<file path="config.mk">
export PLATFORM = sky130hd
export DESIGN_NAME = hazard_ctrl
export DESIGN_NICKNAME = d
export VERILOG_FILES = /design/src/rtl/hazard_ctrl.sv
export SDC_FILE = /design/constraint.sdc
export NUM_CORES = 1
export LEC_CHECK = 0
export CELL_PAD_IN_SITES_DETAIL_PLACEMENT = 0
export CELL_PAD_IN_SITES_GLOBAL_PLACEMENT = 1
export CORE_MARGIN = 1
export CORE_UTILIZATION = 46
export CTS_BUF_LIST = sky130_fd_sc_hd__clkbuf_4 sky130_fd_sc_hd__clkbuf_8
export DETAILED_ROUTE_END_ITERATION = 10
export GPL_TIMING_DRIVEN = 0
export PLACE_DENSITY_LB_ADDON = 0.25
export SLEW_MARGIN = 20
export SYNTH_ARGS = -nofsm -noshare
export SYNTH_HDL_FRONTEND = slang
export SYNTH_SLANG_ARGS = --single-unit
</file>
<file path="constraint.sdc">
create_clock -name clk -period 5 [get_ports clk]
set_clock_uncertainty 0.15 [all_clocks]
set_input_delay 0.5 -clock clk [delete_from_list [all_inputs] [get_ports clk]]
set_output_delay 0.5 -clock clk [all_outputs]
set_load 0.01 [all_outputs]
</file>
<file path="src/rtl/hazard_ctrl.sv">
// hazard_ctrl: stall, flush and forwarding control plus data-memory wait
// handshake for a 5-stage RV32I pipeline.
//   clk, rst_n             clock, asynchronous active-low reset
//   id_*                   decoded ID-stage instruction fields
//   ex_br_taken            EX resolved a taken branch/jump this cycle
//   dmem_ready             data memory completes the current access
//   stall_if, stall_id     hold PC and IF/ID
//   flush_id, flush_ex     squash IF/ID, inject bubble into ID/EX
//   fwd_a, fwd_b           EX operand source: 00 regfile, 01 MEM, 10 WB
//   dmem_req               data-memory request for the access in MEM
//   mem_err                sticky access-timeout flag
//   stall_cnt              saturating count of stall_id cycles
module hazard_ctrl #(
    parameter int TIMEOUT = 16,
    parameter int CNT_W   = 16
) (
    input  logic             clk,
    input  logic             rst_n,
    input  logic             id_valid,
    input  logic [4:0]       id_rs1,
    input  logic [4:0]       id_rs2,
    input  logic             id_use_rs1,
    input  logic             id_use_rs2,
    input  logic [4:0]       id_rd,
    input  logic             id_we,
    input  logic             id_load,
    input  logic             id_store,
    input  logic             ex_br_taken,
    input  logic             dmem_ready,
    output logic             stall_if,
    output logic             stall_id,
    output logic             flush_id,
    output logic             flush_ex,
    output logic [1:0]       fwd_a,
    output logic [1:0]       fwd_b,
    output logic             dmem_req,
    output logic             mem_err,
    output logic [CNT_W-1:0] stall_cnt
);
    localparam int TW = $clog2(TIMEOUT + 1);

    typedef enum logic [1:0] {IDLE, WAIT, ERR} state_t;

    state_t        state, state_nx;
    logic [TW-1:0] tcnt;
    logic [4:0]    ex_rd, ex_rs1, ex_rs2, mem_rd, wb_rd;
    logic          ex_we, ex_load, ex_store, mem_we, mem_load, mem_store, wb_we;
    logic          mem_acc, mem_stall, load_use, take_id;

    assign mem_acc   = mem_load | mem_store;
    assign dmem_req  = mem_acc && state != ERR;
    assign mem_stall = dmem_req && !dmem_ready;
    assign load_use  = id_valid && ex_load && ex_we && ex_rd != 5'd0 &&
                       ((id_use_rs1 && id_rs1 == ex_rd) || (id_use_rs2 && id_rs2 == ex_rd));
    // A taken branch overrides load_use: the stalled instruction is wrong-path.
    assign stall_if  = mem_stall || (!ex_br_taken && load_use);
    assign stall_id  = stall_if;
    assign flush_id  = !mem_stall && ex_br_taken;
    assign flush_ex  = !mem_stall && (ex_br_taken || load_use);
    assign take_id   = id_valid && !flush_ex;
    // A load in MEM has no data yet, so only WB may forward its result.
    assign fwd_a = (mem_we && mem_rd != 5'd0 && mem_rd == ex_rs1 && !mem_load) ? 2'b01 :
                   (wb_we && wb_rd != 5'd0 && wb_rd == ex_rs1) ? 2'b10 : 2'b00;
    assign fwd_b = (mem_we && mem_rd != 5'd0 && mem_rd == ex_rs2 && !mem_load) ? 2'b01 :
                   (wb_we && wb_rd != 5'd0 && wb_rd == ex_rs2) ? 2'b10 : 2'b00;

    always_comb begin
        state_nx = state;
        state_nx = (state == IDLE) ? ((mem_acc && !dmem_ready) ? WAIT : IDLE) :
                   (state == WAIT) ? (dmem_ready ? IDLE : (tcnt == TW'(TIMEOUT)) ? ERR : WAIT) :
                   IDLE;
    end

    always_ff @(posedge clk or negedge rst_n) begin
        if (!rst_n) state <= IDLE;
        else        state <= state_nx;
    end

    // tcnt numbers the WAIT cycle currently in progress (1-based).
    always_ff @(posedge clk or negedge rst_n) begin
        if (!rst_n) begin
            tcnt      <= '0;
            mem_err   <= 1'b0;
            stall_cnt <= '0;
        end else begin
            if (state == IDLE)                    tcnt <= TW'(1);
            else if (state == WAIT && !dmem_ready) tcnt <= tcnt + TW'(1);
            mem_err   <= mem_err | (state_nx == ERR);
            stall_cnt <= stall_cnt + CNT_W'(stall_id && !(&stall_cnt));
        end
    end

    always_ff @(posedge clk or negedge rst_n) begin
        if (!rst_n) begin
            {ex_rd, ex_rs1, ex_rs2, ex_we, ex_load, ex_store} <= '0;
            {mem_rd, mem_we, mem_load, mem_store}             <= '0;
            {wb_rd, wb_we}                                    <= '0;
        end else if (!mem_stall) begin
            wb_rd     <= mem_rd;
            wb_we     <= mem_we;
            mem_rd    <= ex_rd;
            mem_we    <= ex_we;
            mem_load  <= ex_load;
            mem_store <= ex_store;
            ex_rd     <= take_id ? id_rd  : 5'd0;
            ex_rs1    <= take_id ? id_rs1 : 5'd0;
            ex_rs2    <= take_id ? id_rs2 : 5'd0;
            ex_we     <= take_id && id_we;
            ex_load   <= take_id && id_load;
            ex_store  <= take_id && id_store;
        end
    end
endmodule

</file>
## Yosys cells after proc, flatten, opt, wreduce, memory -nomap -nowiden

Cells that the tools add are included.
Widths: inputs -> output; s select.

| cells by class | value |
|---|---|
| multiplexer cells | 14 |
| equality and inequality tests | 10 |
| reduce and logical (&&, ||, !) cells | 41 |
| add/subtract/negate cells | 2 |
| bitwise gates (word level) | 2 |

Operators by type and width:

| operator | count |
|---|---|
| $eq 5x5->1 | 6 |
| $logic_and 1x1->1 | 26 |
| $mux 5 | 5 |
| $add 16x1->16 | 1 |
| $mux 2 | 8 |
| $reduce_and 16->1 | 1 |
| $reduce_bool 5->1 | 3 |
| $logic_not 1->1 | 6 |
| $add 5x1->5 const B | 1 |
| $eq 5x5->1 const B | 1 |
| $logic_or 1x1->1 | 3 |
| $eq 2x1->1 const B | 1 |
| $eq 2x2->1 const B | 1 |
| $logic_not 2->1 | 1 |
| $ne 2x2->1 const B | 1 |
| $or 1x1->1 | 2 |
| $reduce_bool 2->1 | 1 |
| $mux 1 | 1 |

| word-level totals | value |
|---|---|
| word-level logic and storage cells | 85 |
| bits of input ports | 25 |
| register bits | 56 |

## Longest topological paths before layout

Gate-level depths: netlist of the first run.

| depth | value |
|---|---|
| word-level depth | 9 |
| depth in mapped cells | 11 |
| gate-level depth less buffers | 10 |

## Worst setup path after synthesis of the first run

Ideal clock, no wire load.

| timing path | value |
|---|---|
| kind | register -> register |
| start | register state[1] |
| end | register stall_cnt[12] |
| period minus slack after synthesis | 2714 ps |
| cell stages (with the launch flop) | 12 |
| buffers on the path | 1 |
| path slack | 2286 ps |
| required time | 4724 ps |
| arrival | 2438 ps |
| cell sequence | dfrtp_1 > nor2b_1 > nor3_2 > buf_4 > o31a_1 > a31o_1 > ha_1 > ha_1 > nand4_1 > nor3_1 > nand3_1 > xnor2_1 |

| between the ends | value |
|---|---|
| longest elaborated chain between the ends | 6 |

RTL lines:

| element | RTL line | source |
|---|---|---|
| start: declaration | 44 | `state_t state, state_nx;` |
| start signal: assignment | 76 | `else state <= state_nx;` |
| $ne 2x2->1 | 51 | `assign dmem_req = mem_acc && state != ERR;` |
| $logic_and 1x1->1 | 51 |  |
| $logic_and 1x1->1 | 52 | `assign mem_stall = dmem_req && !dmem_ready;` |
| $logic_or 1x1->1 | 56 | `assign stall_if = mem_stall \|\| (!ex_br_taken && load_use);` |
| $logic_and 1x1->1 | 89 | `stall_cnt <= stall_cnt + CNT_W'(stall_id && !(&stall_cnt));` |
| $add 16x1->16 | 89 |  |
| end signal: assignment | 89 |  |
| end: declaration | 38 | `output logic [CNT_W-1:0] stall_cnt` |

Every way passes these cells.
A chain may end at the register's enable or synchronous reset.

## Worst setup path after layout of the first run

| timing path | value |
|---|---|
| start | input dmem_ready |
| end | output stall_if |

| between the ends | value |
|---|---|
| longest elaborated chain between the ends | 3 |

RTL lines:

| element | RTL line | source |
|---|---|---|
| start: declaration | 29 | `input logic dmem_ready,` |
| $logic_not 1->1 | 52 |  |
| $logic_and 1x1->1 | 52 |  |
| $logic_or 1x1->1 | 56 |  |
| end: declaration | 30 | `output logic stall_if,` |

Every way passes these cells.

==> results of run 1 <==
## worst max-delay path: cells and delay by family
kind	cells	cell delay, ps
AOI/OAI and AO/OA	1	170
buffers and inverters	4	1590
and+or+nand+nor	1	700
## metrics by stage
stage | total power [mW] | util | setup slack, ps
floorplan | 0.8976 | - | 2286
global placement | 1.066 | 0.5678 | 1142
detailed placement | 1.078 | 0.5674 | 1149
CTS | 1.347 | 0.5828 | 1394
global route | 1.415 | 0.5828 | 1261
finish | 1.333 | 0.5828 | 1387
## cell usage after synthesis (2+ instances only)
| cell type | count |
|---|---|
| dfrtp_1 | 56 |
| nand2_1 | 26 |
| xnor2_1 | 24 |
| xor2_1 | 24 |
| o21ai_1 | 22 |
| nor2b_1 | 21 |
| a32oi_1 | 18 |
| mux2_1 | 14 |
| nand3_1 | 10 |
| nor2_1 | 9 |
| clkbuf_1 | 7 |
| inv_1 | 5 |
| nor3_1 | 5 |
| or4_1 | 5 |
| buf_2 | 4 |
| ha_1 | 4 |
| nand4_1 | 4 |
| nor4_1 | 4 |
| buf_4 | 3 |
| a21o_1 | 2 |
| and3_1 | 2 |
| and4_1 | 2 |
| nand3b_1 | 2 |
| o31a_1 | 2 |
## sequential cells by signal, summed over array words and instances (netlist names)
| register | flops |
|---|---|
| stall_cnt | 16 |
| ex_rd | 5 |
| ex_rs1 | 5 |
| ex_rs2 | 5 |
| mem_rd | 5 |
| tcnt | 5 |
| wb_rd | 5 |
| state | 2 |
| ex_load | 1 |
| ex_store | 1 |
| ex_we | 1 |
| mem_err | 1 |
| mem_load | 1 |
| mem_store | 1 |
| mem_we | 1 |
| wb_we | 1 |
## routing by layer
metal	vias up	share of wire	track usage	wire (um)
li1	1133	-	-	-
met1	1175	0.48	0.3167	3313
met2	69	0.46	0.3262	3163
met3	7	0.052	0.04835	356
met4	0	0.011	0.05345	76
met5	-	0	0	0
## worst max path at each step
stage	start	endpoint	slack, ps	depth (start not counted)
2_1_floorplan	state[1]	stall_cnt[12]	2290	11
3_3_place_gp	dmem_ready	stall_cnt[12]	1140	11
3_5_place_dp	dmem_ready	stall_cnt[12]	1150	11
4_1_cts	dmem_ready	stall_if	1390	6
5_1_grt	dmem_ready	stall_if	1260	6
6_report	dmem_ready	stall_if	1390	6
## cell families after synthesis
logic type	Yosys count	synth area share
flip-flops	56	0.4674
XOR/XNOR	48	0.1402
adder cells (fa/ha/maj)	4	0.01670
AO/OA/AOI/OAI	50	0.1173
AND/OR/NAND/NOR	98	0.1765
multiplexers	14	0.05259
buffers and inverters	19	0.02922
## power by group through the flow
stage	sequential, mW	clock [mW]	combinational [mW]
after detailed placement	0.667	0	0.411
after global placement	0.666	0	0.401
after floorplan	0.642	0	0.256
after global routing	0.674	0.288	0.454
final	0.658	0.267	0.408
after CTS	0.659	0.275	0.413
## final cells by class
cell class              instances  area [sq um]  share of cell area
inverters                       5         18.77            0.005100
well taps                      77         96.34             0.02618
plain buffers                  14         68.82             0.01870
clock inverters                 1         7.507            0.002040
multi-input cells             214          1509              0.4101
repair buffers                 49         488.0              0.1326
clock buffers                   7         90.09             0.02448
flip-flops and latches         56          1401              0.3808
==> reports/results.txt, run 1 <==
status: finished, final reports clean
worst hold-check path type: input pin to asynchronous set/reset pin
Relative slew margins: 0.4663
hold buffer count at CTS: 0
shortest period the worst path allows: 3614 ps
share of async-settable or async-resettable flops after synthesis: 1.000
Non-Filler Instances: 423
placed cell count: 415
most frequent cells in the layout: 56 x dfrtp_1, 48 x clkdlybuf4s50_1, 26 x nand2_1, 24 x xnor2_1, 24 x xor2_1
# nets final: 374
area of the core: 6314 sq um
drt first pass iters: 4
Internal: 878.1 uW
CTS tree: built
critical path data arrival time: 2960 ps
RSZ-0062 raised after global routing: false
Synth top area share: 0.4674
post-placement cell area: 3582 sq um
Hold WS: 89.16 ps
clock tree buffer depth: 2
Sequential Power Share: 0.494
Vias per Instance: 5.636
setup slack, reg-to-reg: 1660 ps
row count: 29
Max Fanout on Critical Path: 10
layout cells sized above 1: 0.05491
remaining global-route overflow: 0
wire length per cell: 16.34 um
Setup CP Type: input pin to output port
Avg Inst Size Synth: 10.37 sq um
Max VDD drop: 218.3 uV
post_cts resized: 0
critical path, cell by cell: clkdlybuf4s50_1 > nor3_2 > clkbuf_1 > a21o_1 > buf_4 > clkdlybuf4s50_1
vias in the first global route: 2195
Post-synth EDFFs: 0
Clock Sinks: 56
Final Hold Viols: 0
largest net degree at the start of global routing: 57
CTS clk-pin slew, worst paths: 100 ps
reg-to-reg endpoint: stall_cnt[12]
PwrDens: 362.2 nW/um^2
DRT iter0 DRCs: 160
Gate Count Post-Synth: 289
Comb pwr share: 0.306
synthesis-stage register bit count: 56
initial antenna violation count: 0
DRC: 0
switching power total: 454.6 uW
RD Place Congestion: 0.8416
CP endpoint kind: output port
Main synth FF type: dfrtp_1
DR vias: 2384
Port Buffer Count: 49
Leak: 1.568 nW
design area: 3680 sq um
synth-to-layout area growth: 22.75%
die span in x: 82.73 um
Max H-tree Level: 2
Setup TNS: 0 ps
Die Y: 82.73 um
die area: 6844 sq um
Overall Global Routing Usage: 0.2176
Worst Tran Pin Value: 796.2 ps
period utilization: 0.7227
Largest stage delay, worst path: 700 ps
type of element launching the critical path: input pin
register area share after synthesis: 0.4674
diodes inserted: 0
first-pass GRT wire length: 10980 um
Yosys warnings: 0
f_max: 276.7 MHz
Yosys top cell by area: dfrtp_1
Max-cap violations: 0
Worst-Skew Late Latency: 310 ps
Ports: 51
unique cell type count in the Yosys netlist: 38
Net Sw Frac: 0.3411
Initial Util: 0.4748
Final Setup Violations: 0
commonest non-fill, non-tap cell in the layout: dfrtp_1
FF-to-FF Start: state[1]
Slowest-stage cell, CP: nor3_2
Post-DRT Antenna Nets: 0
top cells by area, synth: dfrtp_1 47%, xnor2_1 7.0%, xor2_1 7.0%
WP data required: 4350 ps
post-DP HPWL: 4931 um
WL final: 6910 um
CTS Root Cell: clkbuf_8
number of buffers created by CTS: 5
most used cell, CP: clkdlybuf4s50_1
clock power share: 0.200
FILL cells: 587
Syn Nets: 318
Slew Limit Fails: 0
Syn Std Cell Area: 2998 sq um
Setup Buffers After CTS: 0
reg2reg path depth: 11
No activity file was read; power rests on OpenSTA's default activity.
==> run 2: changes to the inputs <==
--- a/config.mk
+++ b/config.mk
@@ -8,7 +8,7 @@
 export CELL_PAD_IN_SITES_DETAIL_PLACEMENT = 0
 export CELL_PAD_IN_SITES_GLOBAL_PLACEMENT = 1
 export CORE_MARGIN = 1
-export CORE_UTILIZATION = 46
+export CORE_UTILIZATION = 43
 export CTS_BUF_LIST = sky130_fd_sc_hd__clkbuf_4 sky130_fd_sc_hd__clkbuf_8
 export DETAILED_ROUTE_END_ITERATION = 10
 export GPL_TIMING_DRIVEN = 0
==> constraint.sdc (replaced) <==
create_clock -name clk -period 3.4 [get_ports clk]
set_clock_uncertainty 0.15 [all_clocks]
set_input_delay 0.34 -clock clk [delete_from_list [all_inputs] [get_ports clk]]
set_output_delay 0.34 -clock clk [all_outputs]
set_load 0.01 [all_outputs]
==> reports/results.txt, run 2 (synthesis results as in run 1) <==
die area: 7309 sq um (was 6844 sq um)
fin util: 0.5481 (was 0.5828)
Slew Limit Fails: 0 (unchanged)
initial antenna violation count: 0 (unchanged)
Max H-tree Level: 2 (unchanged)
post-DP HPWL: 5000 um (was 4931 um)
critical path data arrival time: 2630 ps (was 2960 ps)
DRC: 0 (unchanged)
WP data required: 2910 ps (was 4350 ps)
clock tree buffer depth: 2 (unchanged)
f_max: 320.8 MHz
status: finished, final reports clean (unchanged)
vias in the first global route: 2180 (was 2195)
Final Hold Viols: 0 (unchanged)
number of buffers created by CTS: 5 (unchanged)
first-pass GRT wire length: 11260 um (was 10980 um)
drt first pass iters: 4 (unchanged)
setup slack, reg-to-reg: 340 ps (was 1660 ps)
DRT iter0 DRCs: 184 (was 160)
critical path, cell by cell: xnor2_1 > nand4_1 > o22ai_1 > clkbuf_1 > a21o_1 > buf_4 > clkdlybuf4s50_1 (was clkdlybuf4s50_1 > nor3_2 > clkbuf_1 > a21o_1 > buf_4 > clkdlybuf4s50_1)
Ports: 51 (unchanged)
Max VDD drop: 335.2 uV (was 218.3 uV)
pre-CTS setup slack: -242.7 ps (was 1149 ps)
Non-Filler Instances: 427 (was 423)
Largest stage delay, worst path: 520 ps (was 700 ps)
Critical Path Start: ex_rd[4] (was dmem_ready)
RSZ-0062 raised after global routing: false (unchanged)
synth-to-layout area growth: 23.54% (was 22.75%)
reg2reg path depth: 11 (unchanged)
period utilization: 0.9169
design area: 3704 sq um (was 3680 sq um)
largest net degree at the start of global routing: 31 (was 57)
Overall Global Routing Usage: 0.1980 (was 0.2176)
die span in x: 85.50 um (was 82.73 um)
FF-to-FF Start: state[1] (unchanged)
CP endpoint kind: output port (unchanged)
diodes inserted: 0 (unchanged)
Vias per Instance: 5.534 (was 5.636)
Worst-Skew Late Latency: 310 ps (about the same)
Hold WS: 313.0 ps (was 89.16 ps)
Clock Sinks: 56 (unchanged)
Slowest-stage cell, CP: clkdlybuf4s50_1 (was nor3_2)
Initial Util: 0.4437 (was 0.4748)
PwrDens: 521.4 nW/um^2 (was 362.2 nW/um^2)
Max Fanout on Critical Path: 10 (unchanged)
shortest period the worst path allows: 3118 ps
worst hold-check path type: input pin to asynchronous set/reset pin (unchanged)
FILL cells: 625 (was 587)
most frequent cells in the layout: 56 x dfrtp_1, 48 x clkdlybuf4s50_1, 26 x nand2_1, 24 x xnor2_1, 24 x xor2_1 (unchanged)
Max-cap violations: 0 (unchanged)
Port Buffer Count: 49 (unchanged)
CP top delay family: buffers and inverters (unchanged)
Worst Tran Pin Value: 580.3 ps (was 796.2 ps)
Setup Buffers After CTS: 0 (unchanged)
type of element launching the critical path: flip-flop (was input pin)
WL final: 6842 um (was 6910 um)
commonest non-fill, non-tap cell in the layout: dfrtp_1 (unchanged)
wire length per cell: 16.02 um (was 16.34 um)
DR vias: 2363 (was 2384)
worst path bufs/invs: 3 (was 4)
CTS Root Cell: clkbuf_8 (unchanged)
remaining global-route overflow: 0 (unchanged)
Post-DRT Antenna Nets: 0 (unchanged)
# nets final: 376 (was 374)
RD Place Congestion: 0.7789 (was 0.8416)
CTS clk-pin slew, worst paths: 100 ps (about the same)
final worst slack: 282.4 ps (was 1387 ps)
post-placement cell area: 3606 sq um (was 3582 sq um)
Setup TNS: 0 ps (unchanged)
reg-to-reg endpoint: stall_cnt[12] (unchanged)
row count: 30 (was 29)
Die Y: 85.50 um (was 82.73 um)
Setup CP Type: flip-flop to output port (was input pin to output port)
layout cells sized above 1: 0.05476 (was 0.05491)
Relative slew margins: 0.6123 (was 0.4663)
placed cell count: 419 (was 415)
number of flip-flops in the largest register: 16 (unchanged)
Final Setup Violations: 0 (unchanged)
Leak: 1.576 nW (was 1.568 nW)
CTS tree: built (unchanged)
area of the core: 6756 sq um (was 6314 sq um)
Final Power: 1.931 mW (was 1.333 mW)
largest register by flop count: stall_cnt (unchanged)
==> run 2: cell types whose count changed in the layout (fill, tap and decap cells not counted), sizes merged <==
cell | before | now
dlygate4sd3 | 0 | 1
buf | 8 | 9
clkinv | 0 | 1
clkbuf | 14 | 12
==> run 2: worst max path at each step <==
| stage | end | slack (ps) | cells after the start |
|---|---|---|---|
| after floorplan | stall_cnt[12] | 690 | 11 |
| after global placement | stall_cnt[12] | -240 | 11 |
| final | stall_if | 280 | 7 |
| after CTS | stall_cnt[12] | 100 | 11 |
| after detailed placement | stall_cnt[12] | -240 | 11 |
| after global routing | stall_cnt[12] | 60 | 11 |
==> run 2: repair_timing <==
item	4_1_cts	5_1_grt
gates resized for setup	0	1
endpoints found under the hold margin	26	0
endpoints found under the setup margin	0	4
hold buffers	1	0
==> run 2: layout make-up <==
type	count	area, sq um	share of cell area
buffer	14	68.82	0.01858
clock buffer	5	68.82	0.01858
inverter	5	18.77	0.005068
timing repair buffer	51	518.0	0.1399
sequential	56	1401	0.3784
clock inverter	2	12.51	0.003378
multi-input combinational	214	1515	0.4091
tap	80	100.1	0.02703
==> run 2: report_power, final <==
part	internal, mW	switching [mW]
clock network	0.140	0.220
registers	0.794	0.176
logic	0.327	0.274
total	1.26	0.670
==> run 2: per-layer routing <==
| metal | GRT usage | vias up | part of all wire |
|---|---|---|---|
| met5 | 0 | - | 0 |
| met4 | 0.05606 | 0 | 0.011 |
| met3 | 0.03561 | 7 | 0.052 |
| met2 | 0.2880 | 58 | 0.44 |
| met1 | 0.3024 | 1152 | 0.50 |
| li1 | - | 1146 | - |
==> RTL edit 1 (config.mk and constraints of run 1) <==
Make the reset (`rst_n`) synchronous in 3 clocked blocks. Comments in the files are not updated.
--- a/src/rtl/hazard_ctrl.sv
+++ b/src/rtl/hazard_ctrl.sv
@@ -73,3 +73,3 @@
 
-    always_ff @(posedge clk or negedge rst_n) begin
+    always_ff @(posedge clk) begin
         if (!rst_n) state <= IDLE;
@@ -79,3 +79,3 @@
     // tcnt numbers the WAIT cycle currently in progress (1-based).
-    always_ff @(posedge clk or negedge rst_n) begin
+    always_ff @(posedge clk) begin
         if (!rst_n) begin
@@ -92,3 +92,3 @@
 
-    always_ff @(posedge clk or negedge rst_n) begin
+    always_ff @(posedge clk) begin
         if (!rst_n) begin
Check against the original RTL: differs if rst_n is asserted again (counterexample within 4 cycles, from zero or initial values and one cycle with rst_n low); with rst_n held inactive, the same outputs for 10 cycles.
==> RTL edit 1 against run 1 <==
Worst setup slack got worse by 0.039 ns. Worst hold slack improved by 0.22 ns. Routed wire length fell by 3.3%. Die area fell by 7.7%. Final area fell by 6.6%. Maximum frequency fell by 1.1%. Sequential cell count did not move. Synthesized area fell by 7.9%. Synthesized cell count rose by 12%. Critical endpoint is now stall_cnt[14].
Power is not compared: it rests on default switching activity, and its combinational part moved more than twofold at a synthesized area within 25%.
==> RTL edit 1: results (changes against run 1) <==
set qor(largest-register) {stall_cnt} ;# unchanged
set qor(routedWlPerCell_um) 14.8 ;# was 16.3 um
set qor(synth-async-reset-ratio_pct) 0 ;# was 100%
set qor(cts_buffer_depth) 2 ;# unchanged
set qor(insertedDiodeCount) 0 ;# unchanged
set qor(mappedNetlistNets) 352 ;# was 318
set qor(dpl_worst_slack_ns) 1.01 ;# was 1.15 ns
set qor(vdd.ir_drop.worst_uv) 131
set qor(grt_antenna_before_repair) 0 ;# unchanged
set qor(dp_hpwl_mm) 4.96 ;# was 4.93 mm
set qor(timing.critical_path.arrival_ns) 3.74 ;# was 2.96 ns
set qor(grtUsageTotal_pct) 22.7 ;# was 21.8%
set qor(maximum_number_of_pins_on_one_net_before_global_route_repair) 16 ;# was 57
set qor(seq_area_frac_synth_pct) 40.6 ;# was 46.7%
set qor(synthTopCellsByCount) {dfxtp_1, nand2_1, xor2_1} ;# was dfrtp_1, nand2_1, xnor2_1, xor2_1, o21ai_1
set qor(post_cts.resized_instances) 0 ;# unchanged
set qor(cts_inserted_buffers) 5 ;# unchanged
set qor(yosys_most_used_dff) {dfxtp_1} ;# was dfrtp_1
set qor(htree_levels) 2 ;# unchanged
set qor(post_dp_cell_area_sq_um) 3340 ;# was 3580 sq um
set qor(vias_per_cell) 5.60 ;# was 5.64
set qor(status) {completed} ;# unchanged
set qor(fillCellCount) 516 ;# was 587
set qor(yosysWarnings) 0 ;# unchanged
set qor(timing.critical_path.fanout_max) 10 ;# unchanged
set qor(initialDrtViolationCount) 171 ;# was 160
set qor(synth.distinct_cells) 43 ;# was 38
set qor(hold_path.class) {flop to flop} ;# was input port to asynchronous set/reset pin
set qor(detailedRoute.firstPassIterationCount) 4 ;# unchanged
set qor(nets) 408 ;# was 374
set qor(grt_first_pass_wirelength_mm) 11.3 ;# was 11.0 mm
set qor(ctsRootBufferMaster) {clkbuf_8} ;# unchanged
set qor(routabilityCongestion) 0.764 ;# was 0.842
set qor(clk_pin_slew_ns) 0.09
set qor(ys_top_cells_by_area) {dfxtp_1, nand2_1, xor2_1} ;# was dfrtp_1, xnor2_1, xor2_1
set qor(largest_register_ff_count) 16 ;# unchanged
set qor(post-cts-setup-buffer-count) 0 ;# unchanged
set qor(clk_latency_ns) 0.31 ;# about the same
set qor(leakage_uw) 0.00125
set qor(drive_gt1_share_pct) 6.07 ;# was 5.49%
set qor(port-buffer-count) 49 ;# unchanged
set qor(grt_pass1_vias) 2295 ;# was 2195
set qor(relSlewSlack_pct) 41.9 ;# was 46.6%
[RTL edit 1: changes by cell type after synthesis, moves of 14 or more]
cell     change
dfxtp_1     +56
nand2_1     +29
a21oi_1     +22
mux2_1      -14
nor2b_1     -18
dfrtp_1     -56
[RTL edit 1: area by class of cell]
cell class / count / share of cell area, %
Multi-Input combinational cell: 246 / 44.7
Timing Repair Buffer: 49 / 14.3
Buffer: 17 / 2.55
Inverter: 4 / 0.437
Clock buffer: 7 / 2.80
Tap cell: 72 / 2.62
Sequential cell: 56 / 32.6
[RTL edit 1: per-stage QoR]
step	utilization (%)	instances
2_1_floorplan	-	323
3_3_place_gp	59.2	444
3_5_place_dp	59.2	444
4_1_cts	60.9	451
5_1_grt	60.9	451
6_report	60.9	451
[RTL edit 1: power by group]
| group | switching (uW) | internal (uW) | total [uW] |
|---|---|---|---|
| Combinational | 45.4 | 51.0 | 96.4 |
| Sequential | 18.5 | 459 | 477 |
| Clock | 143 | 124 | 267 |
[RTL edit 1: worst paths after layout]
path             start            end  slack, ns  cells after the start
max          id_rs1[2]  stall_cnt[14]       1.35                     12
min reg2reg    mem_err        mem_err       0.31                      1
max reg2reg   ex_rd[4]  stall_cnt[14]       1.52                     12
min            mem_err        mem_err       0.31                      1
[RTL edit 1: cells by family (layout without fill, tap and decap cells)]
kind of cell / Yosys count / count (layout) / share of synthesized area, %
simple gates: 125 / 125 / 22.5
compound gates: 74 / 74 / 17.7
xor+xnor: 43 / 43 / 13.6
buf+inv: 21 / 77 / 3.72
flops: 56 / 56 / 40.6
fa+ha+maj: 4 / 4 / 1.81
[RTL edit 1: critical path: stages]
cell	delay (ns)
clkdlybuf4s50_1	0.56
xnor2_1	0.14
nand4_1	0.10
o22ai_1	0.36
clkbuf_1	0.41
a31o_2	0.22
ha_1	0.15
ha_1	0.18
nand3_1	0.19
nor2_1	0.30
or4b_1	0.47
a21oi_1	0.15
[RTL edit 1: layer usage]
metal	wire length, um	track usage, %	part of all wire (%)	vias up
li1	-	-	-	1263
met1	3290	33.2	49	1196
met2	3010	34.1	45	58
met3	304	3.54	4.5	7
met4	73	6.00	1.1	0
met5	0	0	0	-
==> RTL edit 2 (config.mk and constraints of run 1) <==
Without the edit above. The parameter `CNT_W` goes from 16 to 32.
--- a/src/rtl/hazard_ctrl.sv
+++ b/src/rtl/hazard_ctrl.sv
@@ -14,3 +14,3 @@
     parameter int TIMEOUT = 16,
-    parameter int CNT_W   = 16
+    parameter int CNT_W   = 32
 ) (
Interface: changed (resized stall_cnt); port bits go from 51 to 67. The function was not compared with the original's and may differ.
==> RTL edit 2 against run 1 <==
Final cell count rose by 36%. Maximum frequency fell by 5.2%. Non-clock buffer count rose by 31. Sequential cell count rose by 16. Final area rose by 32%. Synthesized area rose by 29%. First-iteration DRC count rose by 36%. Combinational power rose by 3%. Utilization rose by 1.3 points. Routed wire length rose by 41%. Global-route usage rose by 1.8 points. Via count rose by 38%. Total power rose by 21%. Worst setup slack got worse by 0.20 ns. Largest power group unchanged.
==> RTL edit 2: results (changes against run 1) <==
set qor(vdd.ir_drop.worst_uv) 196 ;# was 218 uV
set qor(routabilityCongestion) 0.831 ;# was 0.842
set qor(detailedRoute.firstPassIterationCount) 5 ;# was 4
set qor(timing.hold.ws_ns) 0.317 ;# was 0.0892 ns
set qor(grt_pass1_vias) 3161 ;# was 2195
set qor(cts_inserted_buffers) 9 ;# was 5
set qor(routedWlPerCell_um) 16.9 ;# was 16.3 um
set qor(leakage_uw) 0.00210 ;# was 0.00157 uW
set qor(htree_levels) 3 ;# was 2
set qor(ys_top_cells_by_area) {dfrtp_1, xnor2_1, nand2_1} ;# was dfrtp_1, xnor2_1, xor2_1
set qor(largest_register_ff_count) 32 ;# was 16
set qor(hold_path.class) {flop to flop} ;# was input port to asynchronous set/reset pin
set qor(synthTopCellsByCount) {dfrtp_1, nand2_1, xnor2_1} ;# was dfrtp_1, nand2_1, xnor2_1, xor2_1, o21ai_1
set qor(regToRegSetupSlack_ns) 1.34 ;# was 1.66 ns
set qor(mappedNetlistNets) 416 ;# was 318
set qor(seq_area_frac_synth_pct) 46.7 ;# about the same
set qor(post-synth-top-area-fraction_pct) 46.7 ;# about the same
set qor(relSlewSlack_pct) 62.2 ;# was 46.6%
set qor(maximum_number_of_pins_on_one_net_before_global_route_repair) 48 ;# was 57
set qor(status) {completed} ;# unchanged
set qor(timing.critical_path.arrival_ns) 3.89 ;# was 2.96 ns
set qor(synth.distinct_cells) 40 ;# was 38
set qor(drive_gt1_share_pct) 7.22 ;# was 5.49%
set qor(grt_first_pass_wirelength_mm) 15.9 ;# was 11.0 mm
set qor(clk_pin_slew_ns) 0.08 ;# was 0.10 ns
set qor(grtUsageTotal_pct) 23.6 ;# was 21.8%
set qor(vias_per_cell) 5.72 ;# was 5.64
## RTL edit 2: cells by family after synthesis
logic type                 synth area share (%)
AOI/OAI and AO/OA                          9.15
xor gates and xnor gates                   14.5
adders and majority gates                  1.30
buffers and inverters                      3.83
DFF                                        46.7
and+or+nand+nor                            24.5
## RTL edit 2: cell type report
type | count | area (sq um)
buffer | 26 | 133
clock buffer | 11 | 151
clock inverter | 5 | 31.3
fill | 724 | 3310
inverter | 4 | 15.0
multi-input combinational | 285 | 1910
sequential | 72 | 1800
tap | 105 | 131
timing repair buffer | 68 | 696
## RTL edit 2: what timing repair did
action,in CTS,in global routing
hold buffers,1,0
endpoints found under the hold margin,25,0
gates resized for setup,0,0
## RTL edit 2: critical path, stage by stage
cell             delay, ns
clkdlybuf4s50_1       0.55
xnor2_1               0.15
nand4_1               0.13
o22ai_1               0.30
clkbuf_1              0.39
o211a_1               0.21
ha_1                  0.19
ha_1                  0.19
nand3_1               0.12
nor2_1                0.33
clkbuf_1              0.46
nand4_1               0.20
xnor2_1               0.16
## RTL edit 2: where the power goes
group	leakage (uW)	internal (uW)	total, uW	switching, uW
combinational	0.00104	203	421	218
clock	0.0000951	205	428	223
sequential	0.000965	658	761	103
## RTL edit 2: per-layer routing
layer  global-route usage, %  up-vias  share of wire, %
met5                       0        -                 0
li1                        -     1552                 -
met1                    32.3     1636                47
met4                    7.69        0               1.1
met2                    38.2       96                48
met3                    3.58       13               4.1
## RTL edit 2: path summary, 6_finish.rpt
check	startpoint	endpoint	cells past startpoint
setup / recovery	id_rs1[4]	stall_cnt[30]	13
hold / removal	wb_we	wb_we	2
setup reg to reg	ex_rd[0]	stall_cnt[30]	13
hold reg to reg	wb_we	wb_we	2
max in group asynchronous	rst_n	ex_rs2[4]	3
min in group asynchronous	rst_n	tcnt[2]	2
## RTL edit 2: stage by stage
step | instances | setup slack (ns) | cell area [sq um]
after detailed placement | 559 | 0.777 | 4670
after global placement | 558 | 0.782 | 4650
after CTS | 576 | 1.15 | 4870
after floorplan | 387 | 2.16 | 3860
after global routing | 576 | 0.934 | 4870
final | 576 | 1.19 | 4870
